<file path="config.mk">
export PLATFORM = sky130hd
export DESIGN_NAME = stopwatch_ctrl
export DESIGN_NICKNAME = d
export VERILOG_FILES = /design/src/rtl/stopwatch_pkg.sv /design/src/rtl/stopwatch_ctrl_debounce.sv /design/src/rtl/stopwatch_ctrl.sv
export SDC_FILE = /design/constraint.sdc
export NUM_CORES = 1
export LEC_CHECK = 0
export ABC_AREA = 0
export BUFFER_PORTS_ARGS = -buffer_cell sky130_fd_sc_hd__buf_2
export CAP_MARGIN = 0
export CORE_ASPECT_RATIO = 1.4
export CORE_MARGIN = 2
export CORE_UTILIZATION = 45
export CTS_CLUSTER_SIZE = 16
export DETAILED_ROUTE_END_ITERATION = 6
export PLACE_DENSITY = 0.62
export SETUP_SLACK_MARGIN = 0.1
export SYNTH_ARGS = -nofsm -noshare
export SYNTH_HDL_FRONTEND = slang
export SYNTH_HIERARCHICAL = 1
export SYNTH_SLANG_ARGS = --single-unit
</file>
<file path="constraint.sdc">
create_clock -name clk -period 3.12 [get_ports clk]
set_clock_uncertainty 0.2 [all_clocks]
set_input_delay 0.468 -clock clk [delete_from_list [all_inputs] [get_ports clk]]
set_output_delay 0.468 -clock clk [all_outputs]
set_load 0.05 [all_outputs]
</file>
<file path="src/rtl/stopwatch_pkg.sv">
// Shared encodings and constants for the stopwatch sequencing controller.
package stopwatch_pkg;

  typedef enum logic [1:0] {
    STOP = 2'd0,
    RUN  = 2'd1,
    ADJ  = 2'd2
  } state_e;

  localparam int BCD_W = 4;

  localparam logic [BCD_W-1:0] SEC_MAX_TENS = 4'd5;
  localparam logic [BCD_W-1:0] SEC_MAX_ONES = 4'd9;

  localparam logic [3:0] BLANK_MIN = 4'b1100;
  localparam logic [3:0] BLANK_SEC = 4'b0011;

endpackage

</file>
<file path="src/rtl/stopwatch_ctrl_debounce.sv">
// Button conditioner: 2-FF synchroniser, sample-strobed debouncer and a
// one-clk press pulse on each debounced rising edge.
module btn_debounce #(
  parameter int DB_SAMPLES = 3
) (
  input  logic clk,
  input  logic rst_n,
  input  logic sample_i,
  input  logic raw_i,
  output logic press_o
);

  localparam int CNT_W = (DB_SAMPLES > 2) ? $clog2(DB_SAMPLES) : 1;
  localparam logic [CNT_W-1:0] CNT_MAX = CNT_W'(DB_SAMPLES - 1);

  logic             s1_q, s2_q;
  logic             lvl_q, lvl_d;
  logic [CNT_W-1:0] cnt_q, cnt_d;
  logic [CNT_W-1:0] low_q, low_d;
  logic             armed_q, armed_d;
  logic             press_q, press_d;

  // A press only counts once the button has been seen settled low after
  // reset, so a button held through reset never fires on release of rst_n.
  always_comb begin
    lvl_d   = lvl_q;
    cnt_d   = cnt_q;
    low_d   = low_q;
    armed_d = armed_q;
    press_d = 1'b0;
    if (sample_i) begin
      if (s2_q != lvl_q) begin
        if (cnt_q == CNT_MAX) begin
          lvl_d   = s2_q;
          cnt_d   = '0;
          press_d = s2_q & armed_q;
        end else begin
          cnt_d = cnt_q + 1'b1;
        end
      end else begin
        cnt_d = '0;
      end
      if (!armed_q) begin
        if (s2_q) begin
          low_d = '0;
        end else if (low_q == CNT_MAX) begin
          armed_d = 1'b1;
        end else begin
          low_d = low_q + 1'b1;
        end
      end
    end
  end

  always_ff @(posedge clk or negedge rst_n) begin
    if (!rst_n) begin
      s1_q    <= 1'b0;
      s2_q    <= 1'b0;
      lvl_q   <= 1'b0;
      cnt_q   <= '0;
      low_q   <= '0;
      armed_q <= 1'b0;
      press_q <= 1'b0;
    end else begin
      s1_q    <= raw_i;
      s2_q    <= s1_q;
      lvl_q   <= lvl_d;
      cnt_q   <= cnt_d;
      low_q   <= low_d;
      armed_q <= armed_d;
      press_q <= press_d;
    end
  end

  assign press_o = press_q;

endmodule

</file>
<file path="src/rtl/stopwatch_ctrl.sv">
// Stopwatch sequencer: RUN/STOP/ADJ state machine, MM:SS BCD time registers
// and the adjust-mode blink mask for the display scanner.
module stopwatch_ctrl
  import stopwatch_pkg::*;
#(
  parameter int DB_SAMPLES = 3,
  parameter int MAX_MIN    = 99
) (
  input  logic             clk,
  input  logic             rst_n,
  input  logic             tick_1hz,
  input  logic             tick_2hz,
  input  logic             tick_500hz,
  input  logic             btn_pause_raw,
  input  logic             btn_rst_raw,
  input  logic             sw_adj,
  input  logic             sw_sel,
  output logic [BCD_W-1:0] min_tens,
  output logic [BCD_W-1:0] min_ones,
  output logic [BCD_W-1:0] sec_tens,
  output logic [BCD_W-1:0] sec_ones,
  output logic             running,
  output logic [3:0]       blank_mask
);

  localparam logic [BCD_W-1:0] MIN_MAX_TENS = BCD_W'(MAX_MIN / 10);
  localparam logic [BCD_W-1:0] MIN_MAX_ONES = BCD_W'(MAX_MIN % 10);

  // Two-digit BCD increment that rolls over to 00 after the given maximum.
  function automatic logic [2*BCD_W-1:0] bcd_inc(
    input logic [BCD_W-1:0] tens,
    input logic [BCD_W-1:0] ones,
    input logic [BCD_W-1:0] max_tens,
    input logic [BCD_W-1:0] max_ones
  );
    if (tens == max_tens && ones == max_ones) return '0;
    if (ones == 4'd9) return {tens + 4'd1, 4'd0};
    return {tens, ones + 4'd1};
  endfunction

  logic pause_press, rst_press;
  logic adj_s1_q, adj_s2_q, sel_s1_q, sel_s2_q;

  state_e           state_q, state_d;
  logic             phase_q, phase_d;
  logic [BCD_W-1:0] mt_q, mo_q, st_q, so_q;
  logic [BCD_W-1:0] mt_d, mo_d, st_d, so_d;
  logic [3:0]       blank_q, blank_d;
  logic [2*BCD_W-1:0] sec_next, min_next;
  logic             sec_wrap;

  btn_debounce #(.DB_SAMPLES(DB_SAMPLES)) u_db_pause (
    .clk      (clk),
    .rst_n    (rst_n),
    .sample_i (tick_500hz),
    .raw_i    (btn_pause_raw),
    .press_o  (pause_press)
  );

  btn_debounce #(.DB_SAMPLES(DB_SAMPLES)) u_db_rst (
    .clk      (clk),
    .rst_n    (rst_n),
    .sample_i (tick_500hz),
    .raw_i    (btn_rst_raw),
    .press_o  (rst_press)
  );

  assign sec_next = bcd_inc(st_q, so_q, SEC_MAX_TENS, SEC_MAX_ONES);
  assign min_next = bcd_inc(mt_q, mo_q, MIN_MAX_TENS, MIN_MAX_ONES);
  assign sec_wrap = (st_q == SEC_MAX_TENS) && (so_q == SEC_MAX_ONES);

  always_comb begin
    state_d = state_q;
    phase_d = phase_q;
    mt_d    = mt_q;
    mo_d    = mo_q;
    st_d    = st_q;
    so_d    = so_q;

    // Time update keys off the current state, so a tick that coincides
    // with a pause press in RUN still counts before the stop.
    if (rst_press) begin
      mt_d = '0;
      mo_d = '0;
      st_d = '0;
      so_d = '0;
    end else if (state_q == RUN && tick_1hz) begin
      {st_d, so_d} = sec_next;
      if (sec_wrap) {mt_d, mo_d} = min_next;
    end else if (state_q == ADJ && tick_2hz) begin
      if (sel_s2_q) {st_d, so_d} = sec_next;
      else          {mt_d, mo_d} = min_next;
    end

    if (adj_s2_q)             state_d = ADJ;
    else if (state_q == ADJ)  state_d = STOP;
    else if (rst_press)       state_d = STOP;
    else if (pause_press)     state_d = (state_q == RUN) ? STOP : RUN;

    if (state_q == ADJ && adj_s2_q) begin
      if (tick_2hz) phase_d = ~phase_q;
    end else begin
      phase_d = 1'b0;
    end

    blank_d = 4'b0000;
    if (state_d == ADJ && phase_d) blank_d = sel_s2_q ? BLANK_SEC : BLANK_MIN;
  end

  always_ff @(posedge clk or negedge rst_n) begin
    if (!rst_n) begin
      adj_s1_q <= 1'b0;
      adj_s2_q <= 1'b0;
      sel_s1_q <= 1'b0;
      sel_s2_q <= 1'b0;
      state_q  <= STOP;
      phase_q  <= 1'b0;
      mt_q     <= '0;
      mo_q     <= '0;
      st_q     <= '0;
      so_q     <= '0;
      blank_q  <= 4'b0000;
    end else begin
      adj_s1_q <= sw_adj;
      adj_s2_q <= adj_s1_q;
      sel_s1_q <= sw_sel;
      sel_s2_q <= sel_s1_q;
      state_q  <= state_d;
      phase_q  <= phase_d;
      mt_q     <= mt_d;
      mo_q     <= mo_d;
      st_q     <= st_d;
      so_q     <= so_d;
      blank_q  <= blank_d;
    end
  end

  assign min_tens   = mt_q;
  assign min_ones   = mo_q;
  assign sec_tens   = st_q;
  assign sec_ones   = so_q;
  assign running    = (state_q == RUN);
  assign blank_mask = blank_q;

endmodule

</file>
==> results of run 1 <==
[cell usage in the layout, fill, tap and decap left out, types with 4 or more instances in the layout]
cell       n
o21ai_0    9
mux2i_1    7
nand2_1   17
buf_2     29
ha_1       8
dfrtp_1   43
nand3_1    4
clkbuf_8   7
or3_1      5
nor2_1    11
inv_1     13
nor2b_1    6
a21oi_1    7
[cells in the mapped netlist, types with 3 or more instances]
cell and instances:
o41ai_1 3, nor2_1 11, dfrtp_1 43, mux2_1 3
nor2b_1 6, a21oi_1 7, or4_1 3, nor3_1 3
nand3_1 4, and4bb_2 3, and4b_1 3, or3_1 5
ha_1 8, nand2_1 17, o21ai_0 9, mux2i_1 7
and3b_1 3, inv_1 13, clkbuf_1 3, xor2_1 3
[kinds of logic after synthesis]
logic type               after synthesis  share of synthesized area (%)
AO/OA/AOI/OAI                         33                           11.2
XOR/XNOR                               5                           2.12
adder cells (fa/ha/maj)                8                           4.84
buffers and inverters                 18                           3.63
flip-flops                            43                           52.1
multiplexers                          12                           6.11
AND/OR/NAND/NOR                       68                           20.0
[worst max-delay path by stage]
| stage | startpoint | to | slack (ns) | cells past startpoint |
|---|---|---|---|---|
| final | sec_tens[0] | min_tens[1] | 1.08 | 5 |
| after global routing | sec_tens[1] | min_tens[1] | 0.97 | 6 |
| after CTS | sec_tens[0] | min_tens[1] | 1.06 | 5 |
| after detailed placement | sec_tens[0] | min_tens[1] | 1.09 | 5 |
| after global placement | sec_tens[0] | min_tens[3] | 1.17 | 5 |
| after floorplan | sec_tens[1] | min_tens[0] | 0.90 | 6 |
[area by class of cell]
| type | instances | area share, % |
|---|---|---|
| sequential | 43 | 45.5 |
| clock buffer | 8 | 4.24 |
| inverter | 13 | 2.06 |
| tap | 62 | 3.28 |
| multi-input combinational | 126 | 38.8 |
| timing repair buffer | 29 | 6.14 |
[through the flow]
| stage | hold slack (ns) | utilization [%] |
|---|---|---|
| after global routing | 0.0655 | 53.0 |
| after detailed placement | 0.142 | 50.7 |
| final | 0.0799 | 53.0 |
| after global placement | 0.133 | 50.7 |
| after floorplan | -0.0276 | - |
| after CTS | 0.0703 | 53.0 |
[per-layer routing]
metal  global-route usage (%)  wire [µm]  part of all wire (%)  up-vias
li1                         -          -                     -      722
met1                     18.1       1490                    40      737
met2                     30.5       2060                    55       22
met3                     4.47        155                   4.1        5
met4                     5.93         60                   1.6        0
met5                        0          0                     0        -
[sequential cells by signal, summed over array words and instances, names as in the netlist, 2 cells and up]
signal            flops
blank_mask            2
u_db_rst/cnt_q        2
min_ones              4
u_db_pause/low_q      2
sec_tens              4
u_db_rst/low_q        2
min_tens              4
u_db_pause/cnt_q      2
state_q               2
sec_ones              4
[power groups by stage]
stage / clock [mW] / sequential (mW) / combinational, mW
final: 0.385 / 0.863 / 0.724
after global routing: 0.423 / 0.892 / 0.799
after CTS: 0.400 / 0.865 / 0.735
after detailed placement: 0 / 0.878 / 0.731
after global placement: 0 / 0.860 / 0.704
after floorplan: 0 / 1.09 / 0.327
[worst max-delay path: stages (launching register included)]
cell and delay [ns]:
dfrtp_1 0.44, ha_1 0.23, and3b_1 0.21, a31o_2 0.28, a21oi_4 0.20, mux2_1 0.35
==> results_dict.tcl, run 1 <==
set metrics [dict create \
    fmaxAchievable_mhz 491 \
    switching_power_mw 0.818 \
    placement.io_buffers 29 \
    yosys_warnings 6 \
    avgSynthCellArea_um2 11.1 \
    p_int_mw 1.15 \
    synth-seq-cells 43 \
    globalplace.congestion 0.855 \
    critical_path_required_ns 3.09 \
    synth_flop_cell "dfrtp_1" \
    fillCellCount 423 \
    detail_route.wl_per_cell_um 13.4 \
    vdd.ir_drop.worst_v 0.000387 \
    number_of_cts_inserted_buffers 5 \
    arrival_ns 2.01 \
    critical_path_class "flip-flop to flip-flop" \
    viasPerCell 5.29 \
    multiInputGateArea_um2 916 \
    synthToLayoutAreaGrowth_pct 14.3 \
    std_cell_rows 29 \
    io_pins 30 \
    synth_seq_area_share_pct 52.1 \
    netlist_area_um2 2070 \
    share_of_flip_flops_with_an_asynchronous_set_or_reset_pct 100 \
    yosys-top-cells-area "dfrtp_1 (52%), ha_1 (4.8%), mux2i_1 (3.4%)" \
    finalHoldViolCount 0 \
    p_clk_share_pct 19.5 \
    drt_first_iter_violations 55 \
    cts_tree "done" \
    power_density_nw_per_um2 834 \
    cts-htree-levels 2 \
    synthDominantCellAreaShare_pct 52.1 \
    worst_slew_margin_rel_pct 37.9 \
    worstMarginPinSlew_ns 0.931 \
    dpl-instance-area_um2 2260 \
    layout-drive-gt1-share_pct 22.8 \
    netSwitchingFraction_pct 41.5 \
    routed_vias 1486 \
    number_of_enable_type_register_cells_in_the_synthesized_netlist 0 \
    cp-end-kind "flip-flop" \
    postSynthCellCount 187 \
    seq_area_um2 1080 \
    initial_antenna_violation_count 0 \
    setup_tns_ns 0 \
    final_cell_area_um2 2360 \
    clk_pin_slew_worst_paths_ns 0.08 \
    library_cells_used_by_synthesis 40 \
    synth_area_leader_cell "dfrtp_1" \
    post_layout_minimum_cycle_time_ns 2.04 \
    hold_path.startpoint "btn_pause_raw" \
    status "completed" \
    timing_max_transition_violations_final 0 \
    place_ws_ns 1.09 \
    dieHeight_um 84.2 \
    design.die.area_um2 5160 \
    final_critical_path_setup_slack_ns 1.08 \
    floorplan.die.width_um 61.3 \
    period_share_pct 65.3 \
    first_pass_iters 4 \
    insertion_delay_ns 0.29 \
    ff2ff_setup_slack_ns 1.08 \
    rsz0062_at_grt "false" \
    initial_utilization_pct 46.3 \
    worstRegToRegCells 5 \
    placed_cells_incl_taps 273 \
    crit_fanout 6 \
    synth_nets 204 \
    comb_power_share_pct 36.7 \
    total_power_mw 1.97 \
    setup_viol 0 \
    grt_pass1_wl_mm 6.64 \
    detail_route.wirelength_mm 3.76 \
    clock_sink_count 43 \
    whs_endpoint "u_db_pause/s1_q" \
    post-cts-setup-buffers 0 \
    static_leak_nw 1.13 \
    worst_setup_start_kind "flip-flop" \
    largest_net_degree_at_the_start_of_global_routing 44 \
    ant_nets 0 \
    final_nets 235 \
    timing.rr.end "min_tens[1]" \
    quantity_of_hold_fixing_buffers_added_after_cts 0 \
    worst_r2r_startpoint "sec_tens[0]" \
    cts.repair.resized 0 \
    clock-root-buffer "clkbuf_8" \
    maxCapViolations 0 \
    drc_errors 0 \
    hpwl_mm 2.76 \
    hold-path-cell-count 1 \
    groute.usage.overall_pct 16.9 \
    core_um2 4460 \
    vias_in_the_first_global_route 1527 \
    ant_cells 0 \
    min-delay-path-class "primary input to flip-flop" \
    ctsLongestPathBuffers 2 \
    layout.cells.non_filler 281 \
    power.sequential.fraction_pct 43.8 \
    overflow 0 \
]
No activity file was read; power rests on OpenSTA's default activity.
==> inputs of run 2 (changes only) <==
--- a/config.mk
+++ b/config.mk
@@ -13,7 +13,7 @@
 export CORE_UTILIZATION = 45
 export CTS_CLUSTER_SIZE = 16
 export DETAILED_ROUTE_END_ITERATION = 6
-export PLACE_DENSITY = 0.62
+export PLACE_DENSITY = 0.65
 export SETUP_SLACK_MARGIN = 0.1
 export SYNTH_ARGS = -nofsm -noshare
 export SYNTH_HDL_FRONTEND = slang
==> constraint.sdc (replaced) <==
create_clock -name clk -period 1.7 [get_ports clk]
set_clock_uncertainty 0.2 [all_clocks]
set_input_delay 0.255 -clock clk [delete_from_list [all_inputs] [get_ports clk]]
set_output_delay 0.255 -clock clk [all_outputs]
set_load 0.05 [all_outputs]
==> run 2 against run 1 <==
The run now ends with negative setup slack left. Count of clock-buffer cells in the layout is the same. Combinational power grew 130%. Final cell count grew 10%. Clock power grew 60%. Non-clock buffer count grew 29. Hold slack gained 0.025 ns. Sequential share of layout area shrank 5.5 points. Critical path depth is the same. Sequential power grew 74%. Design area grew 15%. Critical endpoint is now min_tens[0].
==> results_dict.tcl, run 2 (synthesis gave the netlist of run 1 again) <==
set metrics [dict create \
    timing.critical_path.slowest_cell_delay_ns 0.42 \
    insertion_delay_ns 0.29 \
    use_met1_pct 20.4 \
    clock-root-buffer "clkbuf_8" \
    utilization_pct 60.8 \
    cts-htree-levels 2 \
    static_leak_nw 1.28 \
    post_layout_minimum_cycle_time_ns 1.89 \
    maxCapViolations 0 \
    detail_route.wirelength_mm 3.86 \
    critical_path_required_ns 1.67 \
    vdd.ir_drop.worst_v 0.000851 \
    cp-end-kind "flip-flop" \
    first_pass_iters 4 \
    worst_slew_margin_rel_pct 78.3 \
    crit_buf_inv 0 \
    overflow 0 \
    cts_tree "done" \
    grt_pass1_wl_mm 6.81 \
    clock_sink_count 43 \
    detail_route.wl_per_cell_um 12.4 \
    setup_tns_ns -0.738 \
    core_um2 4460 \
    power_density_nw_per_um2 1410 \
    finalHoldViolCount 0 \
    drc_errors 0 \
    fillCellCount 382 \
    initial_utilization_pct 46.3 \
    rsz0062_at_grt "true" \
    initial_antenna_violation_count 0 \
    groute.usage.overall_pct 17.2 \
    globalRouteMet2Util_pct 29.9 \
    gr-usage-met3_pct 3.54 \
    setup_viol 7 \
    critical_path_class "flip-flop to flip-flop" \
    number_of_cts_inserted_buffers 5 \
    total_power_mw 3.82 \
    ctsLongestPathBuffers 2 \
    design.die.area_um2 5160 \
    timing_max_transition_violations_final 0 \
    hpwl_mm 2.69 \
    io_pins 30 \
    dieHeight_um 84.2 \
    status "finished, violations left" \
    vias_in_the_first_global_route 1587 \
    layout-drive-gt1-share_pct 37.5 \
    slowest_stage "dfrtp_2" \
    top_usage_layer "met2" \
    final_critical_path_setup_slack_ns -0.193 \
    largest_net_degree_at_the_start_of_global_routing 44 \
    drt_first_iter_violations 71 \
    final.hold.worst_slack_ns 0.105 \
    crit_fanout 4 \
    cell_breakdown_of_the_critical_path "ha_4 -> and3b_2 -> a31o_4 -> a21oi_4 -> mux2_4" \
    arrival_ns 1.86 \
    failed_checks "negative setup slack" \
    worstMarginPinSlew_ns 0.325 \
    std_cell_rows 29 \
    final_cell_area_um2 2710 \
    worst_setup_start_kind "flip-flop" \
    period_share_pct 111 \
    synthToLayoutAreaGrowth_pct 31.2 \
    viasPerCell 5.07 \
    layout.cells.most_common "dfrtp_1" \
    layout_common_cells "dfrtp_1 (35), buf_2 (27), buf_4 (20), nand2_1 (17), inv_1 (12)" \
    ant_cells 0 \
    globalplace.congestion 0.750 \
    clk_pin_slew_worst_paths_ns 0.08 \
    dpl-instance-area_um2 2470 \
    floorplan.die.width_um 61.3 \
    fmaxAchievable_mhz 528 \
    placement.io_buffers 29 \
    min-delay-path-class "primary input to flip-flop" \
    cpLargestDelayFamily "compound AO/OA/AOI/OAI gates" \
    final_nets 264 \
    ant_nets 0 \
    routed_vias 1573 \
]
==> run 2: report_power, final <==
| group | total, mW | leakage [nW] | switching (mW) | internal, mW |
|---|---|---|---|---|
| clock network | 0.616 | 0.0395 | 0.324 | 0.292 |
| logic | 1.70 | 0.709 | 1.04 | 0.662 |
| registers | 1.50 | 0.528 | 0.195 | 1.30 |
| total | 3.82 | 1.28 | 1.56 | 2.26 |
==> run 2: per-layer routing <==
| metal | vias up | share of wire (%) |
|---|---|---|
| li1 | 778 | - |
| met1 | 769 | 43 |
| met2 | 24 | 53 |
| met3 | 2 | 2.8 |
| met4 | 0 | 0.86 |
| met5 | - | 0 |
==> run 2: what timing repair did <==
item,4_1_cts,5_1_grt
setup buffers,1,3
endpoints found under the hold margin,47,0
gates resized for setup,11,12
hold buffers,5,0
pin swaps,3,9
endpoints found under the setup margin,13,15
cloned,0,0
==> run 2: cell type report <==
| class | instances | area, µm² | share of cell area, % |
|---|---|---|---|
| clock buffers | 8 | 80.1 | 2.95 |
| inverters | 13 | 48.8 | 1.80 |
| multi-input cells | 126 | 1000 | 37.0 |
| flip-flops and latches | 43 | 1090 | 40.0 |
| well taps | 62 | 77.6 | 2.86 |
| repair buffers | 58 | 415 | 15.3 |
==> run 2: final timing paths <==
path	startpoint	to	slack [ns]	cells after the start
hold reg to reg	sel_s1_q	sel_s2_q	0.14	0
min in group asynchronous	rst_n	blank_mask[2]	0.27	3
hold / removal	tick_500hz	u_db_pause/armed_q	0.11	3
setup / recovery	sec_tens[0]	min_tens[0]	-0.19	5
max in group asynchronous	rst_n	sec_tens[1]	0.80	3
setup reg to reg	sec_tens[0]	min_tens[0]	-0.19	5
==> run 2: through the flow <==
stage	cells	worst slack, ns
3_3_place_gp	295	-0.154
3_5_place_dp	295	-0.170
4_1_cts	309	-0.180
5_1_grt	310	-0.255
6_report	310	-0.193
2_1_floorplan	187	-0.326
==> run 2: worst min-delay path: cells and delay by family <==
kind                   cells  cell delay (ns)
buffers and inverters      1             0.17
and+or+nand+nor            1             0.08
AOI/OAI and AO/OA          1             0.05
